### src/rtl/fetch_stage.sv
// Instruction fetch stage: owns the PC, keeps at most one imem request in flight and buffers
// returned words for decode. Optional FETCH_ALIGN_CHECK_EN adds a sticky misaligned-redirect fault.
module fetch_stage #(
  parameter logic [31:0] RESET_PC = 32'h0000_0000,
  parameter int unsigned DEPTH    = 2
) (
  input  logic        clk,
  input  logic        rst,
  output logic        imem_req,
  output logic [31:0] imem_addr,
  input  logic        imem_rvalid,
  input  logic [31:0] imem_rdata,
  input  logic        redirect_valid,
  input  logic [31:0] redirect_pc,
  output logic        id_valid,
  input  logic        id_ready,
  output logic [31:0] id_instr,
  output logic [31:0] id_pc,
  output logic        fetch_fault
);

  localparam int unsigned PtrW = (DEPTH > 1) ? $clog2(DEPTH) : 1;
  localparam int unsigned CntW = PtrW + 1;
  localparam logic [31:0] Nop  = 32'h0000_0013;

  logic [31:0]     r_fetch_pc;
  logic [31:0]     r_req_pc;
  logic            r_outstanding;
  logic            r_drop;
  logic            r_fault;
  logic [31:0]     r_q_pc    [DEPTH];
  logic [31:0]     r_q_instr [DEPTH];
  logic [CntW-1:0] r_count;
  logic [PtrW-1:0] r_rd_ptr;
  logic [PtrW-1:0] r_wr_ptr;

  logic [31:0]     w_redir_pc;
  logic            w_redir_bad;
  logic            w_accept;
  logic            w_deq;
  logic            w_issue;
  logic [CntW:0]   w_occ;

`ifdef FETCH_ALIGN_CHECK_EN
  assign w_redir_pc  = redirect_pc;
  assign w_redir_bad = (redirect_pc[1:0] != 2'b00);
`else
  assign w_redir_pc  = redirect_pc & 32'hFFFF_FFFC;
  assign w_redir_bad = 1'b0;
`endif

  assign w_accept = imem_rvalid && r_outstanding && !r_drop && !redirect_valid;
  assign w_deq    = id_valid && id_ready;
  // Occupancy as it will be after this cycle, so a slot freed by decode can be refilled at once.
  assign w_occ    = {1'b0, r_count} + (CntW+1)'(w_accept) - (CntW+1)'(w_deq);
  assign w_issue  = !redirect_valid && !r_fault && (!r_outstanding || imem_rvalid) &&
                    (w_occ < (CntW+1)'(DEPTH));

  always_ff @(posedge clk or negedge rst) begin
    if (!rst) begin
      r_fetch_pc    <= RESET_PC;
      r_req_pc      <= RESET_PC;
      r_outstanding <= 1'b0;
      r_drop        <= 1'b0;
      r_fault       <= 1'b0;
      r_count       <= '0;
      r_rd_ptr      <= '0;
      r_wr_ptr      <= '0;
    end else if (redirect_valid) begin
      r_fetch_pc    <= w_redir_pc;
      r_fault       <= w_redir_bad;
      // A request still in flight must be allowed to return and be discarded.
      r_outstanding <= r_outstanding && !imem_rvalid;
      r_drop        <= r_outstanding && !imem_rvalid;
      r_count       <= '0;
      r_rd_ptr      <= '0;
      r_wr_ptr      <= '0;
    end else begin
      if (w_issue) begin
        r_req_pc      <= r_fetch_pc;
        r_fetch_pc    <= r_fetch_pc + 32'd4;
        r_outstanding <= 1'b1;
      end else if (imem_rvalid) begin
        r_outstanding <= 1'b0;
      end
      if (imem_rvalid && r_outstanding) begin
        r_drop <= 1'b0;
      end
      if (w_accept) begin
        r_wr_ptr <= r_wr_ptr + PtrW'(1);
      end
      if (w_deq) begin
        r_rd_ptr <= r_rd_ptr + PtrW'(1);
      end
      r_count <= r_count + CntW'(w_accept) - CntW'(w_deq);
    end
  end

  always_ff @(posedge clk) begin
    if (w_accept) begin
      r_q_pc[r_wr_ptr]    <= r_req_pc;
      r_q_instr[r_wr_ptr] <= imem_rdata;
    end
  end

  assign imem_req    = rst && w_issue;
  assign imem_addr   = r_fetch_pc;
  assign id_valid    = (r_count != '0);
  assign id_instr    = id_valid ? r_q_instr[r_rd_ptr] : Nop;
  assign id_pc       = id_valid ? r_q_pc[r_rd_ptr] : 32'h0000_0000;
  assign fetch_fault = r_fault;

endmodule

### config.mk
export PLATFORM = sky130hd
export DESIGN_NAME = fetch_stage
export DESIGN_NICKNAME = d
export VERILOG_FILES = /design/src/rtl/fetch_stage.sv
export SDC_FILE = /design/constraint.sdc
export NUM_CORES = 1
export LEC_CHECK = 0
export BUFFER_PORTS_ARGS = -buffer_cell sky130_fd_sc_hd__buf_2
export CAP_MARGIN = 15
export CORE_UTILIZATION = 50
export CTS_BUF_LIST = sky130_fd_sc_hd__clkbuf_4 sky130_fd_sc_hd__clkbuf_8
export CTS_CLUSTER_DIAMETER = 60
export DETAILED_ROUTE_END_ITERATION = 12
export PLACE_DENSITY = 0.76
export SLEW_MARGIN = 25
export SYNTH_ARGS = -nofsm -noshare
export SYNTH_HDL_FRONTEND = slang
export SYNTH_SLANG_ARGS = --single-unit
### constraint.sdc
create_clock -name clk -period 5.5 [get_ports clk]
set_clock_uncertainty 0.15 [all_clocks]
set_input_delay 0.275 -clock clk [delete_from_list [all_inputs] [get_ports clk]]
set_output_delay 0.275 -clock clk [all_outputs]
set_load 0.02 [all_outputs]
Word level (Yosys, flattened, before mapping)
Memory sizes are Yosys's and may differ from the RTL's.
Cells that the tools add are included.
- logic and storage cells: 54
- register bits: 70
- output and inout bits: 99
- input port bits: 69
- bits in read-only memories: 0
- RAM bits: 128
- bits in latches: 0
- memories kept: 2
- divide/modulo/power cells: 0
- bitwise operators: 1
- eq/ne operators: 0
- shift operators: 0
- muxes and demuxes: 16
- $mul: 0
- add/sub/neg operators: 7
- reduce and logical (&&, ||, !) cells: 20
- $lt $le $gt $ge: 1
- memory list (memory ; words ; bits a word ; rd ports ; clocked after memory_dff ; wr ports ; line ; RTL):
    r_q_instr ; 2 ; 32 ; 1 ; 0 ; 1 ; 32 ; logic [31:0] r_q_instr [DEPTH];
    r_q_pc ; 2 ; 32 ; 1 ; 0 ; 1 ; 31 ; logic [31:0] r_q_pc [DEPTH];
- operators by type and width (kind ; count):
    $mux W32 ; 4
    $add A32 B3 Y32 const B ; 1
    $mux W1 ; 11
    $reduce_bool A2 Y1 ; 5
    $logic_and A1 B1 Y1 ; 8
    $logic_not A1 Y1 ; 4
    $add A2 B1 Y3 ; 1
    $lt A3 B2 Y1 const B ; 1
    $reduce_bool A3 Y1 ; 1
    $sub A3 B1 Y3 ; 1
    $add A1 B1 Y1 const B ; 2
    $add A2 B1 Y2 ; 1
    $mux W2 ; 1
    $reduce_and A2 Y1 ; 1
    $sub A2 B1 Y2 ; 1
    $logic_or A1 B1 Y1 ; 1
    $not A1 Y1 ; 1

Logic depth before layout (Yosys ltp)
Gate-level depths: netlist of run 1.
- depth after elaboration: 9
- mapped depth: 15
- mapped depth without buffers: 13

Worst setup path after synthesis of run 1
Ideal clock, no wire load.
- path type: input to register
- start point: in redirect_valid
- end point: mem r_q_instr[0][0], enable pin
- data arrival time: 3453 ps
- path slack: 1415 ps
- library setup time: 482 ps
- stages on the path: 3
- path buffers: 1
- path through: clkbuf_1 or3_1 nor2_1
- word-level cells in the longest chain between the ends: 4
- ends and longest elaborated chain (item ; line ; RTL):
    start, declared ; 13 ; input logic redirect_valid,
    $logic_not A1 Y1 ; 52 ; assign w_accept = imem_rvalid && r_outstanding && !r_drop && !redirect_valid;
    $logic_and A1 B1 Y1 ; 52 ;
    $mux W1 ; 100 ; if (w_accept) begin
    $mux W1 (implied by the code) ; 102 ; r_q_instr[r_wr_ptr] <= imem_rdata;
    end, declared ; 32 ;
No other way between the ends.

Worst setup path after layout of run 1
- start point: in imem_rvalid
- end point: reg r_fetch_pc[22], in the netlist imem_addr[22]
- word-level cells in the longest chain between the ends: 8
- ends and longest elaborated chain (item ; line ; RTL):
    start, declared ; 11 ; input logic imem_rvalid,
    $logic_and A1 B1 Y1 (3 in a row) ; 52 ;
    $add A2 B1 Y3 ; 55 ; assign w_occ = {1'b0, r_count} + (CntW+1)'(w_accept) - (CntW+1)'(w_deq);
    $sub A3 B1 Y3 ; 55 ;
    $lt A3 B2 Y1 ; 57 ; (w_occ < (CntW+1)'(DEPTH));
    $logic_and A1 B1 Y1 (*) ; 56 ; assign w_issue = !redirect_valid && !r_fault && (!r_outstanding || imem_rvalid) &&
    $reduce_bool A2 Y1 (no line) (*) ; n/a ;
    end signal, assigned ; 70 ; r_fetch_pc <= w_redir_pc;
    end signal, assigned ; 81 ; r_fetch_pc <= r_fetch_pc + 32'd4;
    end, declared ; 26 ; logic [31:0] r_fetch_pc;
Mark *: on every way between the ends. The rest lies on a longest branch, timed or not.
A chain may end at the register's enable or synchronous reset.

==> results of run 1 <==
-- stage by stage --
stage	total power, uW	utilization, %
after floorplan	2930	-
after global placement	3340	58.2
after detailed placement	3400	58.5
after CTS	4320	65.3
after global routing	4560	65.5
final	4310	65.5
-- repair_timing --
item                      CTS  global route
hold buffers               64             0
resized for setup           0             0
hold endpoints to repair  161             0
buffers inserted            0             0
-- area by class of cell --
type                    count  area (sq um)
fillers                  1133          5310
inverters                   9          33.8
repair buffers            236          1590
clock buffers              19           255
clock inverters            13           139
well taps                 211           264
multi-input cells         407          2400
flip-flops and latches    190          5380
-- cell usage after synthesis (all sizes together) --
| master | instances | area, sq um |
|---|---|---|
| o21ai | 18 | 90.1 |
| inv | 9 | 33.8 |
| xnor2 | 2 | 17.5 |
| a221o | 5 | 50.1 |
| buf | 20 | 114 |
| a21oi | 6 | 30.0 |
| a22oi | 4 | 30.0 |
| nand2b | 3 | 18.8 |
| nand3b | 4 | 30.0 |
| a21o | 4 | 31.3 |
| ha | 3 | 37.5 |
| or2 | 1 | 6.26 |
| nor3 | 3 | 20.0 |
| and4 | 1 | 8.76 |
| nor2b | 10 | 62.6 |
| and2 | 5 | 31.3 |
| and4b | 1 | 10.0 |
| nor2 | 75 | 282 |
| o311ai | 8 | 70.1 |
| fa | 1 | 20.0 |
| nand4b | 1 | 8.76 |
| edfxtp | 124 | 3720 |
| and3 | 1 | 6.26 |
| or4 | 4 | 30.0 |
| o21bai | 1 | 7.51 |
| a31oi | 2 | 12.5 |
| a32oi | 1 | 8.76 |
| nor4 | 2 | 27.5 |
| mux2i | 64 | 641 |
| clkbuf | 16 | 63.8 |
| nand2 | 127 | 477 |
| conb | 1 | 3.75 |
| o31ai | 1 | 7.51 |
| nand3 | 18 | 90.1 |
| or3 | 6 | 37.5 |
| o211ai | 7 | 52.6 |
| dfrtp | 66 | 1650 |
| nand4 | 12 | 96.3 |
| nor3b | 1 | 7.51 |
-- critical path: stages --
cell,delay [ns]
dlygate4sd3_1,0.51
buf_2,0.12
nand2_1,0.08
or3_1,0.43
ha_1,0.31
inv_1,0.05
ha_1,0.12
inv_1,0.05
fa_1,0.37
xnor2_1,0.26
and4b_2,0.75
nand4_1,0.50
o21ai_0,0.33
o311ai_0,0.16
-- routing by layer --
layer | part of all wire (%) | global-route usage (%) | vias up
met4 | 1.1 | 6.78 | 0
met3 | 7.1 | 5.09 | 19
met5 | 0 | 0 | -
met2 | 47 | 35.5 | 235
li1 | - | - | 2720
met1 | 44 | 30.0 | 2755
-- kinds of logic (layout without fill, tap and decap cells) --
family	Yosys count	count (layout)
AO/OA/AOI/OAI	57	57
XOR/XNOR	2	2
adder cells (fa/ha/maj)	4	4
buffers and inverters	45	277
flip-flops	190	190
multiplexers	64	64
other	1	5
AND/OR/NAND/NOR	275	275
-- state kept, by name, indices dropped and copies added (netlist names) --
| register | count |
|---|---|
| r_count | 2 |
| r_drop | 1 |
| r_wr_ptr | 1 |
| r_q_instr | 64 |
| r_q_pc | 60 |
| r_req_pc | 30 |
| imem_addr | 30 |
| r_outstanding | 1 |
| r_rd_ptr | 1 |
-- power by group --
group | internal, uW | leakage, uW | switching (uW)
clock network | 422 | 0.000196 | 476
logic | 495 | 0.00201 | 849
registers | 1820 | 0.00195 | 256
-- cells in the final DEF, fill, tap and decap left out, drive strengths merged, types with 7 or more instances in the layout --
| cell type | netlist | final |
|---|---|---|
| buf | 20 | 172 |
| nand2 | 127 | 127 |
| edfxtp | 124 | 124 |
| nor2 | 75 | 75 |
| dfrtp | 66 | 66 |
| mux2i | 64 | 64 |
| dlygate4sd3 | 0 | 64 |
| clkbuf | 16 | 19 |
| nand3 | 18 | 18 |
| o21ai | 18 | 18 |
| nand4 | 12 | 12 |
| inv | 9 | 11 |
| nor2b | 10 | 10 |
| o311ai | 8 | 8 |
| o211ai | 7 | 7 |
-- worst max path at each step --
stage,startpoint,to,slack [ns],cells past startpoint
global placement,imem_rvalid,imem_addr[26]$_DFFE_PN0P_,1.51,13
finish,imem_rvalid,imem_addr[22]$_DFFE_PN0P_,1.32,14
floorplan,redirect_valid,r_q_instr[0][0]$_DFFE_PP_,1.41,3
detailed placement,imem_rvalid,imem_addr[22]$_DFFE_PN0P_,1.37,13
global route,r_outstanding$_DFFE_PN0P_,imem_addr[22]$_DFFE_PN0P_,1.03,12
CTS,imem_rvalid,imem_req,1.35,13
==> results.json, run 1 <==
{
  "clockBufferDepth": 2,
  "syn_to_final_growth_pct": 26.6,
  "fin_crit_ns": 4.18,
  "nets": 934,
  "worst_slack_ns": 1.32,
  "grt_use_total_pct": 22.1,
  "start_kind": "input port",
  "grt_pass1_wl_mm": 27.7,
  "via_count": 5729,
  "final_cells": 1085,
  "leakagePower_uw": 0.00415,
  "max_freq_ghz": 0.239,
  "dp_slack_ns": 1.37,
  "die_w_microns": 128,
  "hold-path-cell-count": 4,
  "final_area_sq_mm": 0.0101,
  "layout-drive-gt1-share_pct": 24.6,
  "die_h_microns": 128,
  "dp_hpwl_mm": 11.1,
  "grt_max_degree": 68,
  "ios": 168,
  "rows": 45,
  "synth-seq-cells": 190,
  "powerDensity_mw_per_mm2": 429,
  "drv.max_cap_violation_count": 0,
  "cp_data_arrival_time_ns": 4.34,
  "dieArea_sq_mm": 0.0164,
  "first_pass_iters": 5,
  "dp.cells": 988,
  "holdPathEnd": "r_rd_ptr$_DFFE_PN0P_",
  "yosysSeqAreaShare_pct": 67.6,
  "ir_drop_uv": 227,
  "status": "complete, no violations",
  "syn_area_sq_mm": 0.00795,
  "syn-instance-count": 638,
  "clock-sinks": 190,
  "drt_iter0_markers": 366,
  "timing.rr.start": "r_outstanding$_DFFE_PN0P_",
  "synth_xor_area_share_pct": 0.220,
  "crit_type": "input port to flop",
  "worstPathMaxFanout": 35,
  "gr-total-overflow": 0,
  "via_per_inst": 5.28,
  "ff2ff_setup_slack_ns": 1.40,
  "finalWeightedCongestion": 0.817,
  "finalHoldViolations": 0,
  "synthMuxAreaShare_pct": 8.06,
  "postPlaceCellArea_sq_mm": 0.00900,
  "initial_core_util_pct": 51.7,
  "antenna_cells": 0,
  "antenna_found_initial": 0,
  "endpoint_kind": "flop",
  "tritoncts": "yes",
  "clockRootBuffer": "clkbuf_8",
  "fin_crit_sh_pct": 75.9,
  "synth_compound_area_share_pct": 4.91,
  "rsz0062_at_grt": "false",
  "cts_buffers": 17,
  "routed_wl_mm": 17.5,
  "synth_top_family_by_area": "simple AND/OR/NAND/NOR gates",
  "synth_cell_types": 50,
  "cp.required_ns": 5.66,
  "synthSimpleGateAreaFrac_pct": 15.7,
  "reg2regPathDepth": 12,
  "fin_tns_setup_ns": 0,
  "drtAntennaViolNets": 0,
  "syn_area_per_cell_sq_um": 12.5,
  "io_buffer_count": 160,
  "htree_levels": 4,
  "grt_pass1_vias": 5560,
  "drv_slew": 0,
  "clkSlewWorstSetupHoldPaths_ns": 0.09,
  "tightestPinTransition_ns": 0.850,
  "hp-start": "id_ready",
  "core_region_area_sq_mm": 0.0154,
  "whs_ns": 0.130,
  "max-slew-margin-rel_pct": 43.3,
  "min_path_type": "input port to flop",
  "routedWlPerCell_microns": 16.1,
  "worstReg2RegEnd": "imem_addr[22]$_DFFE_PN0P_",
  "drc_errors": 0,
  "yosys_warnings": 0,
  "clk_latency_ns": 0.45,
  "setup_viol": 0,
  "synth_fa_ha_area_share_pct": 0.724
}
(Power assumes the default switching activity.)
==> run 2: changes to the inputs <==
Settings changed: PLACE_DENSITY 0.76 to 0.79.
Clock period 5.5 ns to 3.35 ns, I/O delays scaled along.
==> results.json, run 2 (synthesized netlist as in run 1, its figures left out) <==
{
  "rsz0062_at_grt": "true",
  "min_path_type": "input port to flop",
  "postPlaceCellArea_sq_mm": 0.00907,
  "finalHoldViolations": 0,
  "clk_latency_ns": 0.45,
  "grt_max_degree": 67,
  "syn_to_final_growth_pct": 29.7,
  "initial_core_util_pct": 51.7,
  "slowest_stage": "or3_4",
  "dieArea_sq_mm": 0.0164,
  "top_regs": "r_q_instr: 64 flops, r_q_pc: 60 flops",
  "gr-total-overflow": 0,
  "largest_register_ffs": 64,
  "via_per_inst": 5.27,
  "grt_pass1_vias": 5684,
  "status": "complete, no violations",
  "clockRootBuffer": "clkbuf_8",
  "p_seq_share_pct": 46.7,
  "cp_slowest_stage_delay_ns": 0.40,
  "fin_crit_ns": 3.33,
  "fill_cells": 1138,
  "wl_met3_mm": 1.15,
  "top_register": "r_q_instr",
  "grt_pass1_wl_mm": 28.5,
  "grt_use_total_pct": 23.0,
  "drv.max_cap_violation_count": 0,
  "drtAntennaViolNets": 0,
  "max-slew-margin-rel_pct": 43.2,
  "fin_crit_sh_pct": 99.4,
  "ios": 168,
  "antenna_cells": 0,
  "whs_ns": 0.146,
  "drt_iter0_markers": 454,
  "m1WireLength_mm": 7.97,
  "top_layer": "met4",
  "htree_levels": 4,
  "die_h_microns": 128,
  "cp_data_arrival_time_ns": 3.01,
  "crit_type": "flop to primary output",
  "finalWeightedCongestion": 0.831,
  "power.net_switching_uw": 2680,
  "seq_area_sq_mm": 0.00538,
  "first_pass_iters": 7,
  "routed_wl_mm": 18.3,
  "rows": 45,
  "nets": 953,
  "pwr-share-comb_pct": 33.2,
  "switching_share_pct": 36.4,
  "multi_input_comb_area_sq_mm": 0.00246,
  "tritoncts": "yes",
  "fin_tns_setup_ns": 0,
  "layout-drive-gt1-share_pct": 27.7,
  "pwr-share-clk_pct": 20.1,
  "max_freq_ghz": 0.300,
  "drc_errors": 0,
  "routedWlPerCell_microns": 16.6,
  "ir_drop_uv": 344,
  "powerDensity_mw_per_mm2": 714,
  "layout_common_cells": "159 x buf_2, 125 x nand2_1, 124 x edfxtp_1",
  "post-route-util_pct": 67.0,
  "tightestPinTransition_ns": 0.852,
  "clockBufferDepth": 2,
  "setup_viol": 0,
  "endpoint_kind": "primary output",
  "leakagePower_uw": 0.00426,
  "via_count": 5820,
  "io_buffer_count": 160,
  "internal-power_uw": 4680,
  "start_kind": "flop",
  "dp_hpwl_mm": 10.7,
  "final_area_sq_mm": 0.0103,
  "worstPathMaxFanout": 3,
  "crit_chain": "nand2_2 > or3_4 > ha_4 > inv_2 > ha_4 > inv_2 > fa_2 > xnor2_2 > and4b_2 > buf_12 > and2_4 > buf_6",
  "cts_buffers": 17,
  "drv_slew": 0,
  "clock-sinks": 190,
  "final_common_cell": "buf_2",
  "antenna_found_initial": 0,
  "cp.required_ns": 3.03,
  "wl_met2_mm": 8.98,
  "die_w_microns": 128,
  "core_region_area_sq_mm": 0.0154,
  "clkSlewWorstSetupHoldPaths_ns": 0.09
}
run 2: routing by layer:
metal | up-vias | global-route usage (%)
met5 | - | 0
met4 | 0 | 7.47
li1 | 2749 | -
met1 | 2819 | 29.4
met3 | 21 | 5.05
met2 | 231 | 39.0
run 2: worst max-delay path: cells and delay by family, from the launching register on:
kind	cells	cell delay, ns
xor gates and xnor gates	1	0.20
adders and majority gates	3	0.74
buffers and inverters	4	0.32
DFF	1	0.37
and+or+nand+nor	4	0.93
run 2: final cells by class:
class | instances | area share [%]
clock buffer | 19 | 2.48
clock inverter | 13 | 1.35
inverter | 9 | 0.328
multi-input combinational | 407 | 23.9
sequential | 190 | 52.2
tap | 211 | 2.56
timing repair buffer | 255 | 17.2
run 2: repair_timing:
item | in CTS | in global routing
endpoints found under the setup margin | 7 | 17
buffers inserted | 5 | 7
pin swaps | 2 | 12
endpoints found under the hold margin | 164 | 0
resized for setup | 7 | 26
gates cloned | 0 | 0
hold buffers | 65 | 0
run 2: path summary, 6_finish.rpt:
check	start	to	slack, ns	cells after the start
max in group asynchronous	rst	r_rd_ptr$_DFFE_PN0P_	2.06	3
worst min register to register	r_req_pc[9]$_DFFE_PN0P_	r_q_pc[1][9]$_DFFE_PP_	0.33	0
worst min-delay path	redirect_valid	r_count[0]$_DFF_PN0_	0.15	3
worst max-delay path	r_outstanding$_DFFE_PN0P_	imem_req	0.02	12
worst max register to register	r_outstanding$_DFFE_PN0P_	imem_addr[16]$_DFFE_PN0P_	0.03	14
min in group asynchronous	rst	r_req_pc[13]$_DFFE_PN0P_	0.34	3
run 2: metrics by stage:
step | power, uW | setup slack (ns) | cells
floorplan | 4820 | -0.651 | 642
global placement | 5610 | -0.0520 | 995
detailed placement | 5690 | -0.134 | 995
CTS | 7270 | 0.0168 | 1097
global route | 7760 | -0.111 | 1104
finish | 7360 | 0.0195 | 1104
run 2: power groups by stage:
| stage | combinational, uW | sequential [uW] | clock (uW) |
|---|---|---|---|
| 3_5_place_dp | 2220 | 3470 | 0 |
| 5_1_grt | 2650 | 3490 | 1620 |
| 3_3_place_gp | 2170 | 3440 | 0 |
| 4_1_cts | 2350 | 3420 | 1510 |
| 6_report | 2450 | 3440 | 1480 |
| 2_1_floorplan | 1420 | 3400 | 0 |
==> run 3: changes to the inputs <==
Settings changed: ABC_AREA set to 1.
==> results.json, run 3 <==
{
  "status": "complete, no violations",
  "tightestPinTransition_ns": 0.693,
  "via_per_inst": 5.05,
  "final_cells": 1331,
  "ios": 168,
  "yosysMostFrequentCell": "nand2_1",
  "routedWlPerCell_microns": 14.6,
  "via_count": 6721,
  "io_buffer_count": 160,
  "ff2ff_setup_slack_ns": 0.30,
  "die_h_microns": 131,
  "leakagePower_uw": 0.00463,
  "routed_wl_mm": 19.4,
  "first_pass_iters": 5,
  "cp_top_family": "buffers and inverters",
  "clockRootBuffer": "clkbuf_8",
  "synth_cell_types": 28,
  "clkSlewWorstSetupHoldPaths_ns": 0.10,
  "initial_core_util_pct": 51.8,
  "async_reset_ff_share_pct": 34.7,
  "total_power_uw": 8810,
  "clockBufferDepth": 2,
  "worstReg2RegEnd": "imem_addr[12]$_DFFE_PN0P_",
  "fin_crit_sh_pct": 95.4,
  "layout-drive-gt1-share_pct": 21.5,
  "clock-sinks": 190,
  "synth_top_cells_by_area": "edfxtp_1 45%, dfrtp_1 20%, nand2_1 13%",
  "drv.max_cap_violation_count": 0,
  "crit_top_cell": "nand2_2",
  "synth_edf_count": 124,
  "dieArea_sq_mm": 0.0172,
  "core_region_area_sq_mm": 0.0161,
  "syn_to_final_growth_pct": 25.9,
  "syn_area_per_cell_sq_um": 9.53,
  "cts_buffers": 17,
  "crit_type": "input port to primary output",
  "drtAntennaViolNets": 0,
  "final_area_sq_mm": 0.0105,
  "slowest_stage": "dlygate4sd3_1",
  "reg2regPathDepth": 16,
  "synth-seq-cells": 190,
  "syn_area_sq_mm": 0.00835,
  "layout_common_cells": "293 x nand2_1, 160 x buf_2, 124 x edfxtp_1",
  "htree_levels": 4,
  "ir_drop_uv": 705,
  "setup_viol": 0,
  "largest_register_ffs": 64,
  "grt_pass1_wl_mm": 31.4,
  "min_path_type": "input port to asynchronous set/reset pin",
  "fin_crit_ns": 3.20,
  "dp_hpwl_mm": 12.2,
  "synth-main-ff-cell": "edfxtp_1",
  "max-slew-margin-rel_pct": 53.7,
  "grt_pass1_vias": 6401,
  "synth_top_area_share_pct": 44.6,
  "top_register": "r_q_instr",
  "crit_chain": "dlygate4sd3_1 > buf_2 > nand2_2 > nor2_2 > nand2_2 > ha_1 > inv_1 > ha_1 > inv_1 > fa_1 > nand2_2 > nor2_4 > nand2_8 > nor2_1 > buf_2",
  "whs_ns": 0.148,
  "endpoint_kind": "primary output",
  "yosys_warnings": 0,
  "antenna_found_initial": 0,
  "finalWeightedCongestion": 0.943,
  "worstPathMaxFanout": 4,
  "synth_commonest_cells": "296 x nand2_1, 124 x edfxtp_1, 90 x nor2_1, 66 x dfrtp_1, 66 x inv_1",
  "syn-instance-count": 876,
  "start_kind": "input port",
  "path_buf_inv": 5,
  "tritoncts": "yes",
  "nets": 1175,
  "synth_largest_area_cell": "edfxtp_1",
  "die_w_microns": 131,
  "final_common_cell": "nand2_1",
  "grt_max_degree": 61,
  "cp.required_ns": 3.03,
  "dp.cells": 1227,
  "cp_slowest_stage_delay_ns": 0.54,
  "drc_errors": 0,
  "drt_iter0_markers": 493,
  "finalHoldViolations": 0,
  "grt_use_total_pct": 23.1,
  "drv_slew": 0,
  "gr-total-overflow": 0,
  "timing.rr.start": "r_outstanding$_DFFE_PN0P_",
  "max_freq_ghz": 0.313,
  "top_regs": "r_q_instr: 64 flops, r_q_pc: 60 flops",
  "postPlaceCellArea_sq_mm": 0.00937,
  "rows": 46,
  "powerDensity_mw_per_mm2": 838,
  "clk_latency_ns": 0.45,
  "yosysSeqAreaShare_pct": 64.4,
  "cp_data_arrival_time_ns": 2.88,
  "antenna_cells": 0
}
## run 3: cell types whose count changed in the layout (fill, tap and decap cells not counted), sizes merged, moves of 6 or more
cell and change:
nor2b -10, o21ai +14, or3 -6, nand2 +175, a21oi +55, inv +60, nand4 -10, nor2 +30
mux2i -64, nand3 +43, o311ai -8, buf -14
## run 3: where the power goes
group	internal (uW)	total (uW)	switching (uW)	leakage [uW]
clock	705	1490	786	0.000197
sequential	3130	3680	552	0.00192
combinational	1160	3640	2480	0.00252
## run 3: worst reg2reg max path: stages, from the launching register on
cell     delay, ns
dfrtp_1       0.37
nand2_2       0.09
nor2_2        0.16
nand2_2       0.10
ha_1          0.29
inv_1         0.05
ha_1          0.13
inv_1         0.05
fa_1          0.52
nand2_2       0.08
nor2_4        0.21
nand2_8       0.10
buf_12        0.16
nand2_2       0.18
inv_1         0.16
nand2_1       0.08
nand3_1       0.07
## run 3: worst max path at each step
stage | startpoint | endpoint | slack (ns) | cells after the start
after CTS | r_outstanding$_DFFE_PN0P_ | imem_req | 0.04 | 14
after floorplan | redirect_valid | r_q_instr[0][0]$_DFFE_PP_ | 0.37 | 5
after detailed placement | r_outstanding$_DFFE_PN0P_ | imem_addr[8]$_DFFE_PN0P_ | 0.26 | 14
final | imem_rvalid | imem_req | 0.15 | 15
after global placement | r_outstanding$_DFFE_PN0P_ | imem_addr[8]$_DFFE_PN0P_ | 0.35 | 14
after global routing | imem_rvalid | imem_req | -0.01 | 15
## run 3: cells by family after synthesis
kind of cell               count (synthesis)  synth area share (%)
DFF                                      190                  64.4
other                                      1                0.0449
adders and majority gates                  4                 0.689
AOI/OAI and AO/OA                        100                  6.19
xor gates and xnor gates                   1                 0.105
buffers and inverters                    110                  5.78
and+or+nand+nor                          470                  22.8
## run 3: area by class of cell
cell class / count / area, sq um
fill: 1253 / 5600
tap: 216 / 270
multi-input combinational: 582 / 2570
clock inverter: 12 / 138
inverter: 69 / 262
clock buffer: 20 / 263
sequential: 190 / 5380
timing repair buffer: 242 / 1630
## run 3: layer usage
metal,vias up,global-route usage (%),routed length (microns)
li1,3301,-,-
met1,3141,31.1,8480
met2,249,37.7,9440
met3,30,3.82,1070
met4,0,8.37,411
met5,-,0,0
## run 3: metrics by stage
step / utilization (%) / setup TNS (ns) / setup WS [ns]
4_1_cts: 64.9 / 0 / 0.0449
3_5_place_dp: 58.1 / 0 / 0.264
5_1_grt: 65.2 / -0.0120 / -0.0120
2_1_floorplan: - / 0 / 0.371
6_report: 65.2 / 0 / 0.154
3_3_place_gp: 58.1 / 0 / 0.347
## run 3: what timing repair did
item / 4_1_cts / 5_1_grt
endpoints found under the hold margin: 122 / 0
setup endpoints to repair: 1 / 21
cloned: 1 / 1
pin swaps: 2 / 3
resized for setup: 1 / 4
hold buffers: 66 / 0
buffers inserted: 1 / 4
